--- config.mk ---
export PLATFORM = sky130hd
export DESIGN_NAME = ppi_access_arbiter_flat
export DESIGN_NICKNAME = d
export VERILOG_FILES = /design/src/rtl/ppi_access_arbiter_if.sv /design/src/rtl/ppi_access_arbiter.sv /design/src/flat_wrapper.sv
export SDC_FILE = /design/constraint.sdc
export NUM_CORES = 1
export LEC_CHECK = 0
export CAP_MARGIN = 25
export CORE_UTILIZATION = 55
export CTS_BUF_LIST = sky130_fd_sc_hd__clkbuf_16
export DETAILED_ROUTE_END_ITERATION = 7
export DONT_BUFFER_PORTS = 1
export PLACE_DENSITY = 0.73
export RECOVER_POWER = 25
export SLEW_MARGIN = 20
export SYNTH_ARGS = -nofsm -noshare
export SYNTH_HDL_FRONTEND = slang
export SYNTH_SLANG_ARGS = --single-unit
--- constraint.sdc ---
create_clock -name clk_sys -period 1.45 [get_ports clk_sys]
set_input_delay 0 -clock clk_sys [delete_from_list [all_inputs] [get_ports clk_sys]]
set_output_delay 0 -clock clk_sys [all_outputs]
set_load 0.01 [all_outputs]
--- src/rtl/ppi_access_arbiter_if.sv ---
// ppi_access_arbiter_if: CPU/AUX request ports and 8255 PPI register bus shared by the arbiter.
interface ppi_access_arbiter_if;
  logic       cpu_req, cpu_we, cpu_ack;
  logic [1:0] cpu_addr;
  logic [7:0] cpu_wdata, cpu_rdata;
  logic       aux_req, aux_we, aux_ack;
  logic [1:0] aux_addr;
  logic [7:0] aux_wdata, aux_rdata;
  logic       ppi_cs, ppi_we, ppi_oe;
  logic [1:0] ppi_addr;
  logic [7:0] ppi_idata, ppi_odata;
  modport slave (
    input  cpu_req, cpu_we, cpu_addr, cpu_wdata, aux_req, aux_we, aux_addr, aux_wdata, ppi_odata,
    output cpu_ack, cpu_rdata, aux_ack, aux_rdata, ppi_cs, ppi_we, ppi_oe, ppi_addr, ppi_idata
  );
  modport master (
    output cpu_req, cpu_we, cpu_addr, cpu_wdata, aux_req, aux_we, aux_addr, aux_wdata, ppi_odata,
    input  cpu_ack, cpu_rdata, aux_ack, aux_rdata, ppi_cs, ppi_we, ppi_oe, ppi_addr, ppi_idata
  );
endinterface

--- src/rtl/ppi_access_arbiter.sv ---
// ppi_access_arbiter: round-robin CPU/AUX arbiter issuing clean cs/we/oe cycles to an 8255 PPI.
// Define PPI_ARB_SHADOW_EN to add the mode_shadow register tracking the last mode word.
module ppi_access_arbiter #(
  parameter int GAP_CYCLES = 1,
  parameter bit AUX_FIRST  = 1'b0
) (
  input  logic clk_sys,
  input  logic reset_n,
  ppi_access_arbiter_if.slave bus,
  output logic busy
`ifdef PPI_ARB_SHADOW_EN
  ,
  output logic [7:0] mode_shadow
`endif
);
  typedef enum logic [2:0] {IDLE, SETUP, STROBE, DONE, GAP} state_t;
  state_t     r_state, w_next;
  logic       r_grant, r_we;
  logic [1:0] r_addr;
  logic [7:0] r_wdata, r_cpu_rdata, r_aux_rdata;
  logic [3:0] r_gap;
  logic       w_start, w_win;
  // r_grant: 1 = AUX owns the current (or most recent) transaction
  assign w_start = bus.cpu_req | bus.aux_req;
  assign w_win   = (bus.cpu_req & bus.aux_req) ? ~r_grant : bus.aux_req;
  assign busy    = r_state != IDLE;
  assign bus.ppi_addr  = r_addr;
  assign bus.ppi_idata = r_wdata;
  assign bus.cpu_rdata = r_cpu_rdata;
  assign bus.aux_rdata = r_aux_rdata;
  always_ff @(posedge clk_sys or negedge reset_n)
    if (!reset_n) r_state <= IDLE;
    else r_state <= w_next;
  always_comb begin
    w_next = r_state;
    case (r_state)
      IDLE:    w_next = w_start ? SETUP : IDLE;
      SETUP:   w_next = STROBE;
      STROBE:  w_next = DONE;
      DONE:    w_next = (GAP_CYCLES == 0) ? IDLE : GAP;
      GAP:     w_next = (r_gap == 4'd0) ? IDLE : GAP;
      default: w_next = IDLE;
    endcase
    bus.ppi_cs  = (r_state == SETUP) || (r_state == STROBE);
    bus.ppi_we  = (r_state == STROBE) && r_we;
    bus.ppi_oe  = (r_state == STROBE) && !r_we;
    bus.cpu_ack = (r_state == DONE) && !r_grant;
    bus.aux_ack = (r_state == DONE) && r_grant;
  end
  always_ff @(posedge clk_sys or negedge reset_n) begin
    if (!reset_n) begin
      r_grant     <= ~AUX_FIRST;
      r_we        <= 1'b0;
      r_addr      <= '0;
      r_wdata     <= '0;
      r_cpu_rdata <= '0;
      r_aux_rdata <= '0;
      r_gap       <= '0;
    end else begin
      if (r_state == IDLE && w_start) begin
        r_grant <= w_win;
        r_we    <= w_win ? bus.aux_we : bus.cpu_we;
        r_addr  <= w_win ? bus.aux_addr : bus.cpu_addr;
        r_wdata <= w_win ? bus.aux_wdata : bus.cpu_wdata;
      end
      if (r_state == STROBE && !r_we && !r_grant) r_cpu_rdata <= bus.ppi_odata;
      if (r_state == STROBE && !r_we && r_grant) r_aux_rdata <= bus.ppi_odata;
      r_gap <= (r_state == DONE) ? 4'(GAP_CYCLES - 1) : r_gap - 4'd1;
    end
  end
`ifdef PPI_ARB_SHADOW_EN
  logic [7:0] r_shadow;
  assign mode_shadow = r_shadow;
  // only mode words (bit 7 set) to the control register; bit-set/reset words are ignored
  always_ff @(posedge clk_sys or negedge reset_n)
    if (!reset_n) r_shadow <= 8'h9B;
    else if (r_state == DONE && r_we && r_addr == 2'd3 && r_wdata[7]) r_shadow <= r_wdata;
`endif
endmodule

--- src/flat_wrapper.sv ---
// flat-port wrapper written by rule: the top's interface ports become plain ports
module ppi_access_arbiter_flat 
#(
  parameter int GAP_CYCLES = 1,
  parameter bit AUX_FIRST  = 1'b0
)
  (clk_sys, reset_n, busy, bus_cpu_req, bus_cpu_we, bus_cpu_addr, bus_cpu_wdata, bus_aux_req, bus_aux_we, bus_aux_addr, bus_aux_wdata, bus_ppi_odata, bus_cpu_ack, bus_cpu_rdata, bus_aux_ack, bus_aux_rdata, bus_ppi_cs, bus_ppi_we, bus_ppi_oe, bus_ppi_addr, bus_ppi_idata);
  ppi_access_arbiter_if bus_i ();
  input  logic clk_sys;
  input  logic reset_n;
  output logic busy;
  input wire logic [$bits(bus_i.cpu_req)-1:0] bus_cpu_req;
  input wire logic [$bits(bus_i.cpu_we)-1:0] bus_cpu_we;
  input wire logic [$bits(bus_i.cpu_addr)-1:0] bus_cpu_addr;
  input wire logic [$bits(bus_i.cpu_wdata)-1:0] bus_cpu_wdata;
  input wire logic [$bits(bus_i.aux_req)-1:0] bus_aux_req;
  input wire logic [$bits(bus_i.aux_we)-1:0] bus_aux_we;
  input wire logic [$bits(bus_i.aux_addr)-1:0] bus_aux_addr;
  input wire logic [$bits(bus_i.aux_wdata)-1:0] bus_aux_wdata;
  input wire logic [$bits(bus_i.ppi_odata)-1:0] bus_ppi_odata;
  output wire logic [$bits(bus_i.cpu_ack)-1:0] bus_cpu_ack;
  output wire logic [$bits(bus_i.cpu_rdata)-1:0] bus_cpu_rdata;
  output wire logic [$bits(bus_i.aux_ack)-1:0] bus_aux_ack;
  output wire logic [$bits(bus_i.aux_rdata)-1:0] bus_aux_rdata;
  output wire logic [$bits(bus_i.ppi_cs)-1:0] bus_ppi_cs;
  output wire logic [$bits(bus_i.ppi_we)-1:0] bus_ppi_we;
  output wire logic [$bits(bus_i.ppi_oe)-1:0] bus_ppi_oe;
  output wire logic [$bits(bus_i.ppi_addr)-1:0] bus_ppi_addr;
  output wire logic [$bits(bus_i.ppi_idata)-1:0] bus_ppi_idata;
  assign bus_i.cpu_req = bus_cpu_req;
  assign bus_i.cpu_we = bus_cpu_we;
  assign bus_i.cpu_addr = bus_cpu_addr;
  assign bus_i.cpu_wdata = bus_cpu_wdata;
  assign bus_i.aux_req = bus_aux_req;
  assign bus_i.aux_we = bus_aux_we;
  assign bus_i.aux_addr = bus_aux_addr;
  assign bus_i.aux_wdata = bus_aux_wdata;
  assign bus_i.ppi_odata = bus_ppi_odata;
  assign bus_cpu_ack = bus_i.cpu_ack;
  assign bus_cpu_rdata = bus_i.cpu_rdata;
  assign bus_aux_ack = bus_i.aux_ack;
  assign bus_aux_rdata = bus_i.aux_rdata;
  assign bus_ppi_cs = bus_i.ppi_cs;
  assign bus_ppi_we = bus_i.ppi_we;
  assign bus_ppi_oe = bus_i.ppi_oe;
  assign bus_ppi_addr = bus_i.ppi_addr;
  assign bus_ppi_idata = bus_i.ppi_idata;
  ppi_access_arbiter #(.GAP_CYCLES(GAP_CYCLES), .AUX_FIRST(AUX_FIRST)) u_core (.clk_sys(clk_sys), .reset_n(reset_n), .bus(bus_i), .busy(busy));
endmodule
# ---- Word level (Yosys, flattened, before mapping)
# Cells that the tools add are included.
# Widths: inputs -> output; s select.
dict set report totals {
  register_bits 35
  in_bits 34
  output_inout_bits 32
  word_cells 37
}
dict set report classes {
  add_sub_neg 1
  eq_ne 4
  mux 8
  bitwise 3
  reduce_logical 13
}
# operator count
set ops {}
lappend ops {{$pmux 3 s5} 1}
lappend ops {{$mux 8} 1}
lappend ops {{$logic_and 1x1->1} 7}
lappend ops {{$eq 3x2->1 const B} 2}
lappend ops {{$logic_not 4->1} 1}
lappend ops {{$mux 4} 1}
lappend ops {{$sub 4x1->4 const B} 1}
lappend ops {{$eq 3x1->1 const B} 1}
lappend ops {{$eq 3x3->1 const B} 1}
lappend ops {{$logic_not 3->1} 1}
lappend ops {{$mux 1} 3}
lappend ops {{$mux 3} 1}
lappend ops {{$reduce_bool 3->1} 1}
lappend ops {{$logic_not 1->1} 2}
lappend ops {{$mux 2} 1}
lappend ops {{$and 1x1->1} 1}
lappend ops {{$logic_or 1x1->1} 1}
lappend ops {{$not 1->1} 1}
lappend ops {{$or 1x1->1} 1}

# ---- Depth between registers and ports, before layout
# Gate-level depths: netlist of the first run.
dict set report logic_depth {
  ltp_word 3
  mapped_depth 5
  depth_no_buf 4
}

# ---- Worst setup path before layout of the first run
# No wires, ideal clock.
dict set report synth_timing {
  path_kind {reg-to-reg}
  start {register u_core.r_state[2]}
  end {register u_core.r_cpu_rdata[0], in the netlist u_core.bus.cpu_rdata[0]}
  setup_ns 0.125
  arrival_time_ns 1.505
  required_time_ns 1.325
  setup_slack_ns -0.180
  path_stages_with_launch 6
  path_buffers 2
  period_less_slack_ns 1.630
  cell_sequence {dfrtp_1 > buf_12 > nor4b_4 > and2b_1 > buf_6 > mux2_2}
}
dict set report synth_between {
  elab_chain_len 3
}
# element line
set synth_rtl {}
lappend synth_rtl {{start, declared} ppi_access_arbiter.sv:17} ;# state_t r_state, w_next;
lappend synth_rtl {{start signal, assigned} ppi_access_arbiter.sv:33} ;# else r_state <= w_next;
lappend synth_rtl {{$eq 3x2->1} -}
lappend synth_rtl {{$logic_and 1x1->1} -}
lappend synth_rtl {{via bus_ppi_oe} flat_wrapper.sv:27} ;# output wire logic [$bits(bus_i.ppi_oe)-1:0] bus_ppi_oe;
lappend synth_rtl {{$logic_and 1x1->1} ppi_access_arbiter.sv:66} ;# if (r_state == STROBE && !r_we && !r_grant) r_cpu_rdata <= bus.ppi_odata;
lappend synth_rtl {{end signal, assigned} ppi_access_arbiter.sv:66}
lappend synth_rtl {{end, declared} ppi_access_arbiter.sv:20} ;# logic [7:0] r_wdata, r_cpu_rdata, r_aux_rdata;
# The timed path passes the listed nets, and every way through them passes these cells.
# A chain may end at the register's enable or synchronous reset.

# ---- Worst setup path in the final report of the first run
dict set report layout_timing {
  start {register u_core.r_state[0]}
  end {register u_core.r_cpu_rdata[2], in the netlist u_core.bus.cpu_rdata[2]}
}
dict set report layout_between {
  elab_chain_len 3
}
# element line
set layout_rtl {}
lappend layout_rtl {{$eq 3x2->1} ppi_access_arbiter.sv:66}
lappend layout_rtl {{$logic_and 1x1->1 (2 in series)} ppi_access_arbiter.sv:66}
# No other way between the ends.

==> results.md, run 1 <==
- Area Growth Syn to Fin: 43.1%
- Iter 0 DRT Violations: 32
- Layout net count: between 150 and 200
- Min cycle time layout: approximately 1.5 ns
- Worst hold margin: approximately 0.016 ns
- Pwr dens: between 2000 and 2500 nW/µm²
- Reg2Reg Setup Slack: -0.03 ns
- Sequential power share: around two fifths
- Hold path startpoint: bus_aux_wdata[5]
- Power Internal: approximately 3.4 mW
- Critical path type: flop to flop
- Endpoints failing setup: 17
- Failing checks: setup timing
- Setup slack after layout: -0.0304 ns
- Worst Hold End: u_core.bus.ppi_idata[5]
- RR Endpoint: u_core.bus.cpu_rdata[2]
- Critical Path, Cell by Cell: nor4b_4 > and2b_1 > buf_12 > mux2_4
- Peak Freq: 676 MHz
- GPL Wtd Cong: 0.694
- Period utilization: 102%
- Arrival time at the worst endpoint: about 1.6 ns
- Synthesized area: approximately 1600 µm²
- Combinational power share: approximately 40%
- First drt pass iteration count: 5
- RSZ-0062 raised after global routing: true
- Worst Setup Start Kind: flop
- Routed vias/inst: 6.15
- CP peak stage delay: 0.44 ns
- Die area: about 3100 µm²
- Synth Warn #: 0
- Synth unique cells: 28
- PortBufs: 0
- Top cells by area, synth: dfrtp_1, mux2_2, o221a_2, nand4b_1, nor2_1
- Slew headroom: a little over two fifths
- Starting Density: 57.5%
- Root Driver: clkbuf_16
- CTS tree: yes
- Most common cell after layout, fill and taps aside: dfrtp_1
- Core Area: 2730 µm²
- Total GRT Usage: ~25%
- Maximum fanout along the worst path: 8
- Max_cap viols: 0
- Routed wire per std cell: slightly above 20 µm
- Tot Pwr: 5.24 mW
- Post-route setup TNS: -0.228 ns
- Reg-to-reg startpoint: u_core.r_state[0]
- Worst Hold Class: input port to flop
- CTS sink count: 35
- Syn nets: 153
- Clk_skew: 0.00515 ns
- Slowest-stage cell, CP: dfrtp_2
- ANT nets after route: 0
- Net Switching: roughly 1.8 mW
- Sw Ratio: a little over a third
- Antenna violations before repair: 0
- Via count: ~1200
- First-pass GRT wire length: 5.69 mm
- Worst-Skew Late Latency: about 0.28 ns
- Detailed Place HPWL: roughly 2.1 mm
- Outcome: complete, but fails checks
- Clock group share of total power: between 15 and 20%
- # H-tree levels: 2
- Top-area cell type share of the netlist area: a little over half
- FF+latch count, synth: 35
- Crit end category: flop
- Cells after Synth: roughly 120
- Final hold vios: 0
- CTS Buf Count: 5
- Antenna cells: 0
- Pins over their slew limit: 0
- Hold path cells: 2
- Remaining DRCs: 0
- Vert. Die Dim: 55.5 µm
- Most frequent cells in the layout: dfrtp_1, dlygate4sd3_1, nand4b_1, o221a_4, nor2_1
- WP data required: 1.61 ns
- Vias in the first global route: ~1200
- Core Rows: 19
- VDD IR max: between 1.5 and 2 mV
- Area leader, netlist: dfrtp_1
- Setup WS pre-CTS: -0.0242 ns
- Reg clk slew, reported paths: about 0.06 ns
- Reg2reg path depth: 4
- Post-synthesis average cell area: roughly 13 µm²
- Longest Clk Path Bufs: 2
- Ports: 66
- Post-synthesis sequential area ratio: a little under three fifths
- DIE WIDTH: approximately 55 µm
- Pin count of the biggest net entering global routing: 36
- Total wire length: roughly 3.9 mm
- LEAKAGE: around 0.94 nW
- Worst Tran Pin Value: between 0.8 and 0.9 ns
- Share of cells above drive strength 1: roughly two fifths
- Congestion Overflow GR: 0
## layout make-up
type,count,area [µm²]
sequential,35,880
inverter,3,11.3
fill,135,485
clock buffer,5,125
clock inverter,3,16.3
timing repair buffer,40,402
multi-input combinational,71,776
tap,31,38.8
## cell families (layout without fill, tap and decap cells)
family | Yosys count | after routing | synth area share (%)
AOI/OAI and AO/OA | 16 | 16 | 10.2
xor gates and xnor gates | 3 | 3 | 1.67
adders and majority gates | 2 | 2 | 1.59
buffers and inverters | 11 | 51 | 4.38
DFF | 35 | 35 | 55.8
muxes | 16 | 16 | 11.5
and+or+nand+nor | 34 | 34 | 14.9
## per-stage QoR
| step | instance area, µm² | std cells | utilization [%] |
|---|---|---|---|
| after global placement | 1700 | 152 | 62.2 |
| after detailed placement | 1700 | 152 | 62.2 |
| after global routing | 2250 | 188 | 82.2 |
| after floorplan | 1600 | 117 | - |
| after CTS | 2110 | 185 | 77.2 |
| final | 2250 | 188 | 82.2 |
## how the worst max path moves through the flow
stage                              endpoint  depth (start not counted)               from
floorplan           u_core.bus.cpu_rdata[0]                          5  u_core.r_state[2]
global route        u_core.bus.cpu_rdata[2]                          4  u_core.r_state[0]
global placement    u_core.bus.cpu_rdata[0]                          4  u_core.r_state[2]
finish              u_core.bus.cpu_rdata[2]                          4  u_core.r_state[0]
CTS                 u_core.bus.cpu_rdata[5]                          4  u_core.r_state[0]
detailed placement  u_core.bus.aux_rdata[7]                          4  u_core.r_state[2]
## synthesized netlist by cell type, drive strengths merged
master,number
a21o,1
a21oi,1
a31o,1
a31oi,1
and2,1
and2b,1
and3,1
buf,5
clkbuf,3
dfrtp,34
dfstp,1
ha,2
inv,3
mux2,16
nand2,4
nand2b,1
nand3,1
nand4b,11
nor2,10
nor3,3
nor4b,1
o21a,1
o221a,11
xnor2,3
## power by group through the flow
stage	registers, mW	logic (mW)	clock network [mW]
after global placement	2.06	1.54	0
after detailed placement	2.07	1.61	0
final	2.11	2.12	1.01
after CTS	2.07	1.72	1.02
after floorplan	1.96	1.26	0
after global routing	2.17	2.27	1.06
## flip-flops by register name, summed over array words and instances (netlist names)
register              count
u_core.r_we               1
u_core.r_gap              4
u_core.r_grant            1
u_core.bus.ppi_addr       2
u_core.bus.aux_rdata      8
u_core.bus.ppi_idata      8
u_core.bus.cpu_rdata      8
u_core.r_state            3
## routing by layer
metal  wire, µm  track usage [%]  vias to the layer above
met5          0                0                        -
met4        118             9.64                        0
met3        284             8.67                       11
met2       2050             41.0                       61
met1       1430             29.4                      569
li1           -                -                      515
## critical path: cells and delay by family (launching register included)
| family | cells | cell delay (ns) |
|---|---|---|
| AND/OR/NAND/NOR | 2 | 0.47 |
| flip-flops | 1 | 0.44 |
| buffers and inverters | 1 | 0.15 |
| multiplexers | 1 | 0.31 |
## repair_timing
action / CTS / global route
pin swaps: 0 / 1
hold buffers: 25 / 0
buffers inserted: 0 / 3
hold endpoints to repair: 63 / 0
cloned: 0 / 0
setup endpoints to repair: 17 / 27
resized for setup: 3 / 19
Note: power is estimated with default switching activity, not from simulation.
==> run 2, diff against run 1 <==
Settings changed: PLACE_DENSITY 0.73 to 0.8.
==> results.md, run 2 (synthesis results as in run 1) <==
- Layout net count: 186
- Reg clk slew, reported paths: around 0.050 ns
- CTS Buf Count: 5
- FF+latch area: 881 µm²
- Reg-to-reg startpoint: u_core.r_state[0]
- Routed wire per std cell: 19.3 µm
- Fin util: 75.8%
- Clk_skew: approximately 0.003 ns
- WP data required: approximately 1.6 ns
- Pwr dens: about 2300 nW/µm²
- Most frequent cells in the layout: dfrtp_1, dlygate4sd3_1, nand4b_1, o221a_2, nor2_1
- Peak Freq: ~680 MHz
- Fill cells: 180
- Vias in the first global route: roughly 1200
- DIE WIDTH: roughly 55 µm
- Share of cells above drive strength 1: between 30% and 40%
- Post-DP Area: about 1700 µm²
- CTS sink count: 35
- Final hold vios: 0
- Post-route insts no fill: roughly 180
- Total GRT Usage: 25.2%
- Root Driver: clkbuf_16
- Worst-Skew Late Latency: roughly 0.27 ns
- Starting Density: between 50% and 60%
- Die area: 3080 µm²
- Pins over their slew limit: 0
- Total wire length: 3.49 mm
- Outcome: complete, but fails checks
- # H-tree levels: 2
- Congestion Overflow GR: 0
- GPL Wtd Cong: 0.727
- Ports: 66
- PortBufs: 0
- Longest Clk Path Bufs: 2
- Hold path cells: 2
- ANT nets after route: 0
- Slew headroom: approximately 44%
- Critical path startpoint: u_core.r_state[0]
- Remaining DRCs: 0
- Multi-input logic area: between 600 and 700 µm²
- Maximum fanout along the worst path: 8
- Via count: ~1100
- Placed cells: around 150
- Design area: between 2000 and 2500 µm²
- Worst Tran Pin Value: 0.838 ns
- Arrival time at the worst endpoint: between 1.5 and 2 ns
- Worst Hold Class: input port to flop
- Core Area: between 2000 and 3000 µm²
- Core Rows: 19
- Worst Setup Start Kind: flop
- Hold path startpoint: bus_aux_wdata[1]
- Antenna cells: 0
- LEAKAGE: approximately 0.87 nW
- Endpoints failing setup: 8
- Routed vias/inst: approximately 6
- Failing checks: setup timing
- Iter 0 DRT Violations: 36
- CTS tree: yes
- Reg2reg path depth: 4
- Antenna violations before repair: 0
- Most common cell after layout, fill and taps aside: dfrtp_1
- First drt pass iteration count: 4
- Setup slack after layout: -0.0273 ns
- VDD IR max: 1.97 mV
- RSZ-0062 raised after global routing: true
- Area Growth Syn to Fin: 31.8%
- Max_cap viols: 0
- Critical path type: flop to flop
- First-pass GRT wire length: roughly 5.7 mm
- Pin count of the biggest net entering global routing: 36
- Min cycle time layout: 1.48 ns
- Vert. Die Dim: about 55 µm
- Period utilization: 102%
- Crit end category: flop
[run 2: changes by cell type in the layout (fill, tap and decap cells not counted), sizes merged]
cell         change
buf              -5
clkinv           +1
clkinvlp         -1
dlygate4sd3      -1
inv              -1
[run 2: repair_timing]
item | CTS | global route
endpoints found under the hold margin | 63 | 0
gates cloned | 0 | 0
buffers inserted | 0 | 1
setup endpoints to repair | 17 | 27
resized for setup | 3 | 2
hold buffers | 24 | 0
pin swaps | 0 | 1
[run 2: routing by layer]
layer  up-vias  share of wire (%)  track usage (%)
li1        494                  -                -
met1       552                 37             25.6
met2        57                 53             44.9
met3         5                8.2             10.8
met4         0                1.6             10.7
met5         -                  0                0
[run 2: final timing paths]
check | to | slack [ns]
min in group asynchronous | u_core.bus.ppi_idata[6] | 0.39
hold reg to reg | u_core.r_gap[0] | 0.46
setup reg to reg | u_core.bus.cpu_rdata[3] | -0.03
max in group asynchronous | u_core.r_state[2] | 0.49
setup / recovery | u_core.bus.cpu_rdata[3] | -0.03
hold / removal | u_core.bus.ppi_idata[1] | 0.01
[run 2: worst max-delay path, stage by stage (launching register included)]
cell and delay (ns):
dfrtp_2 0.44, nor4b_4 0.27, and2b_1 0.20, buf_12 0.14, mux2_4 0.31
[run 2: per-stage QoR]
step	TNS (ns)	setup WS, ns	power (mW)	hold slack, ns
2_1_floorplan	-0.977	-0.122	3.21	-0.296
3_3_place_gp	0	0.0139	3.52	-0.295
3_5_place_dp	-0.422	-0.0368	3.65	-0.295
4_1_cts	-0.121	-0.0241	4.73	0.00301
5_1_grt	-0.773	-0.0995	5.03	0.0123
6_report	-0.119	-0.0273	4.75	0.00952
[run 2: area by class of cell]
type	instances	area share, %
sequential	35	42.5
multi-input combinational	71	32.4
timing repair buffer	34	16.2
clock buffer	5	6.04
tap	31	1.87
inverter	3	0.543
clock inverter	2	0.423
[run 2: report_power, final]
group          internal [mW]  total, mW  switching [mW]
clock                  0.615      0.962           0.348
sequential              1.49       2.08           0.590
combinational          0.978       1.70           0.726
total                   3.08       4.75            1.66
==> run 3, diff against run 2 <==
--- a/config.mk
+++ b/config.mk
@@ -13,5 +13,5 @@
 export PLACE_DENSITY = 0.8
 export RECOVER_POWER = 25
-export SLEW_MARGIN = 20
+export REMOVE_ABC_BUFFERS = 1
 export SYNTH_ARGS = -nofsm -noshare
 export SYNTH_HDL_FRONTEND = slang
==> constraint.sdc (replaced) <==
create_clock -name clk_sys -period 1.45 [get_ports clk_sys]
set_input_delay 0.145 -clock clk_sys [delete_from_list [all_inputs] [get_ports clk_sys]]
set_output_delay 0.145 -clock clk_sys [all_outputs]
set_load 0.01 [all_outputs]
==> results.md, run 3 (synthesis results as in run 1) <==
- Core Area: around 2700 µm²
- Outcome: complete, but fails checks
- Slew headroom: 43.9%
- Endpoints failing setup: 2
- CTS tree: yes
- Worst Hold Class: input port to flop
- Congestion Overflow GR: 0
- Maximum fanout along the worst path: 4
- Share of cells above drive strength 1: between 50% and 60%
- Vias in the first global route: ~1100
- DIE WIDTH: between 50 and 60 µm
- WP data required: between 1.5 and 2 ns
- Total wire length: 3.34 mm
- Setup slack after layout: -0.00753 ns
- Pin count of the biggest net entering global routing: 36
- Arrival time at the worst endpoint: about 1.6 ns
- Pins over their slew limit: 0
- Longest Clk Path Bufs: 2
- Detailed Place HPWL: between 2 and 2.5 mm
- Hold path startpoint: bus_ppi_odata[4]
- Post-DP Area: about 1700 µm²
- PortBufs: 0
- Worst Tran Pin Value: roughly 0.84 ns
- Hold path cells: 1
- Antenna cells: 0
- Design area: between 2000 and 2500 µm²
- Layout net count: between 150 and 200
- CTS sink count: 35
- LEAKAGE: 0.857 nW
- Crit end category: flop
- Remaining DRCs: 0
- Peak Freq: between 600 and 700 MHz
- Reg2reg path depth: 4
- Worst Hold End: u_core.bus.cpu_rdata[4]
- Post-route setup TNS: -0.00769 ns
- Worst-Skew Late Latency: around 0.28 ns
- Antenna violations before repair: 0
- Period utilization: 101%
- Starting Density: about 57%
- Final hold vios: 0
- Iter 0 DRT Violations: 32
- Via count: between 1000 and 1500
- Max_cap viols: 0
- First drt pass iteration count: 4
- Reg-to-reg startpoint: u_core.r_state[2]
- VDD IR max: between 1.5 and 2 mV
- Most frequent cells in the layout: dfrtp_1, buf_4, nand4b_1, o221a_2, nor2_1
- RR Endpoint: u_core.bus.cpu_rdata[2]
- Area Growth Syn to Fin: 27.7%
- Reg2Reg Setup Slack: -0.008 ns
- Reg clk slew, reported paths: about 0.06 ns
- Vert. Die Dim: roughly 55 µm
- # H-tree levels: 2
- Routed wire per std cell: ~20 µm
- First-pass GRT wire length: 5.20 mm
- Core Rows: 19
- ANT nets after route: 0
- Clk_skew: approximately 0.0064 ns
- Min cycle time layout: roughly 1.5 ns
- Die area: 3080 µm²
- Total GRT Usage: 23.1%
- RSZ-0062 raised after global routing: true
- Most common cell after layout, fill and taps aside: dfrtp_1
- Critical path type: flop to flop
- Ports: 66
- Failing checks: setup timing
- Root Driver: clkbuf_16
- Routed vias/inst: between 6 and 7
- Worst Setup Start Kind: flop
- GPL Wtd Cong: 0.809
- Pwr dens: 2570 nW/µm²
- CTS Buf Count: 5
-- run 3: metal layers --
metal / track usage, % / share of wire, % / vias to the layer above
met1: 25.0 / 38 / 519
met2: 38.4 / 52 / 66
met4: 9.64 / 1.5 / 0
met3: 11.2 / 8.7 / 6
li1: - / - / 472
met5: 0 / 0 / -
-- run 3: metrics by stage --
stage	util, %	total power, mW	hold WS (ns)	cells	setup WS [ns]
2_1_floorplan	-	3.04	-0.151	109	-0.224
3_3_place_gp	60.5	3.46	-0.150	152	-0.0192
3_5_place_dp	60.5	3.57	-0.150	152	-0.0716
4_1_cts	70.4	4.97	0.00547	165	-0.0477
5_1_grt	73.4	5.45	0.00324	171	-0.0751
6_report	73.4	5.16	0.00983	171	-0.00753
-- run 3: layout make-up --
class | instances | area (µm²)
sequential | 35 | 881
timing repair buffer | 23 | 214
tap | 31 | 38.8
multi-input combinational | 71 | 698
fill | 175 | 727
inverter | 3 | 11.3
clock buffer | 5 | 125
clock inverter | 3 | 38.8
-- run 3: power by group --
group	total (mW)	switching, mW	internal [mW]
Sequential	2.05	0.560	1.49
Clock	1.19	0.389	0.801
Combinational	1.92	0.784	1.14
Total	5.16	1.73	3.43
-- run 3: worst max-delay path by stage --
stage / from / to / slack, ns / cells after the start
6_report: u_core.r_state[2] / u_core.bus.cpu_rdata[2] / -0.008 / 4
5_1_grt: u_core.r_we / u_core.bus.cpu_rdata[0] / -0.08 / 4
4_1_cts: u_core.r_state[0] / u_core.bus.cpu_rdata[2] / -0.05 / 4
3_5_place_dp: u_core.r_state[2] / u_core.bus.cpu_rdata[2] / -0.07 / 4
3_3_place_gp: u_core.r_state[2] / u_core.bus.cpu_rdata[4] / -0.02 / 4
2_1_floorplan: u_core.r_state[2] / u_core.bus.cpu_rdata[0] / -0.22 / 3
-- run 3: worst max-delay path, stage by stage (launching register included) --
cell,delay [ns]
dfrtp_2,0.44
nor4b_4,0.27
and2b_2,0.21
buf_6,0.13
mux2_4,0.30
-- run 3: timing repair --
action | CTS | global route
pin swaps | 2 | 1
hold buffers | 3 | 0
cloned | 0 | 1
resized for setup | 14 | 13
setup endpoints to repair | 19 | 28
setup buffers | 2 | 5
hold endpoints to repair | 36 | 0
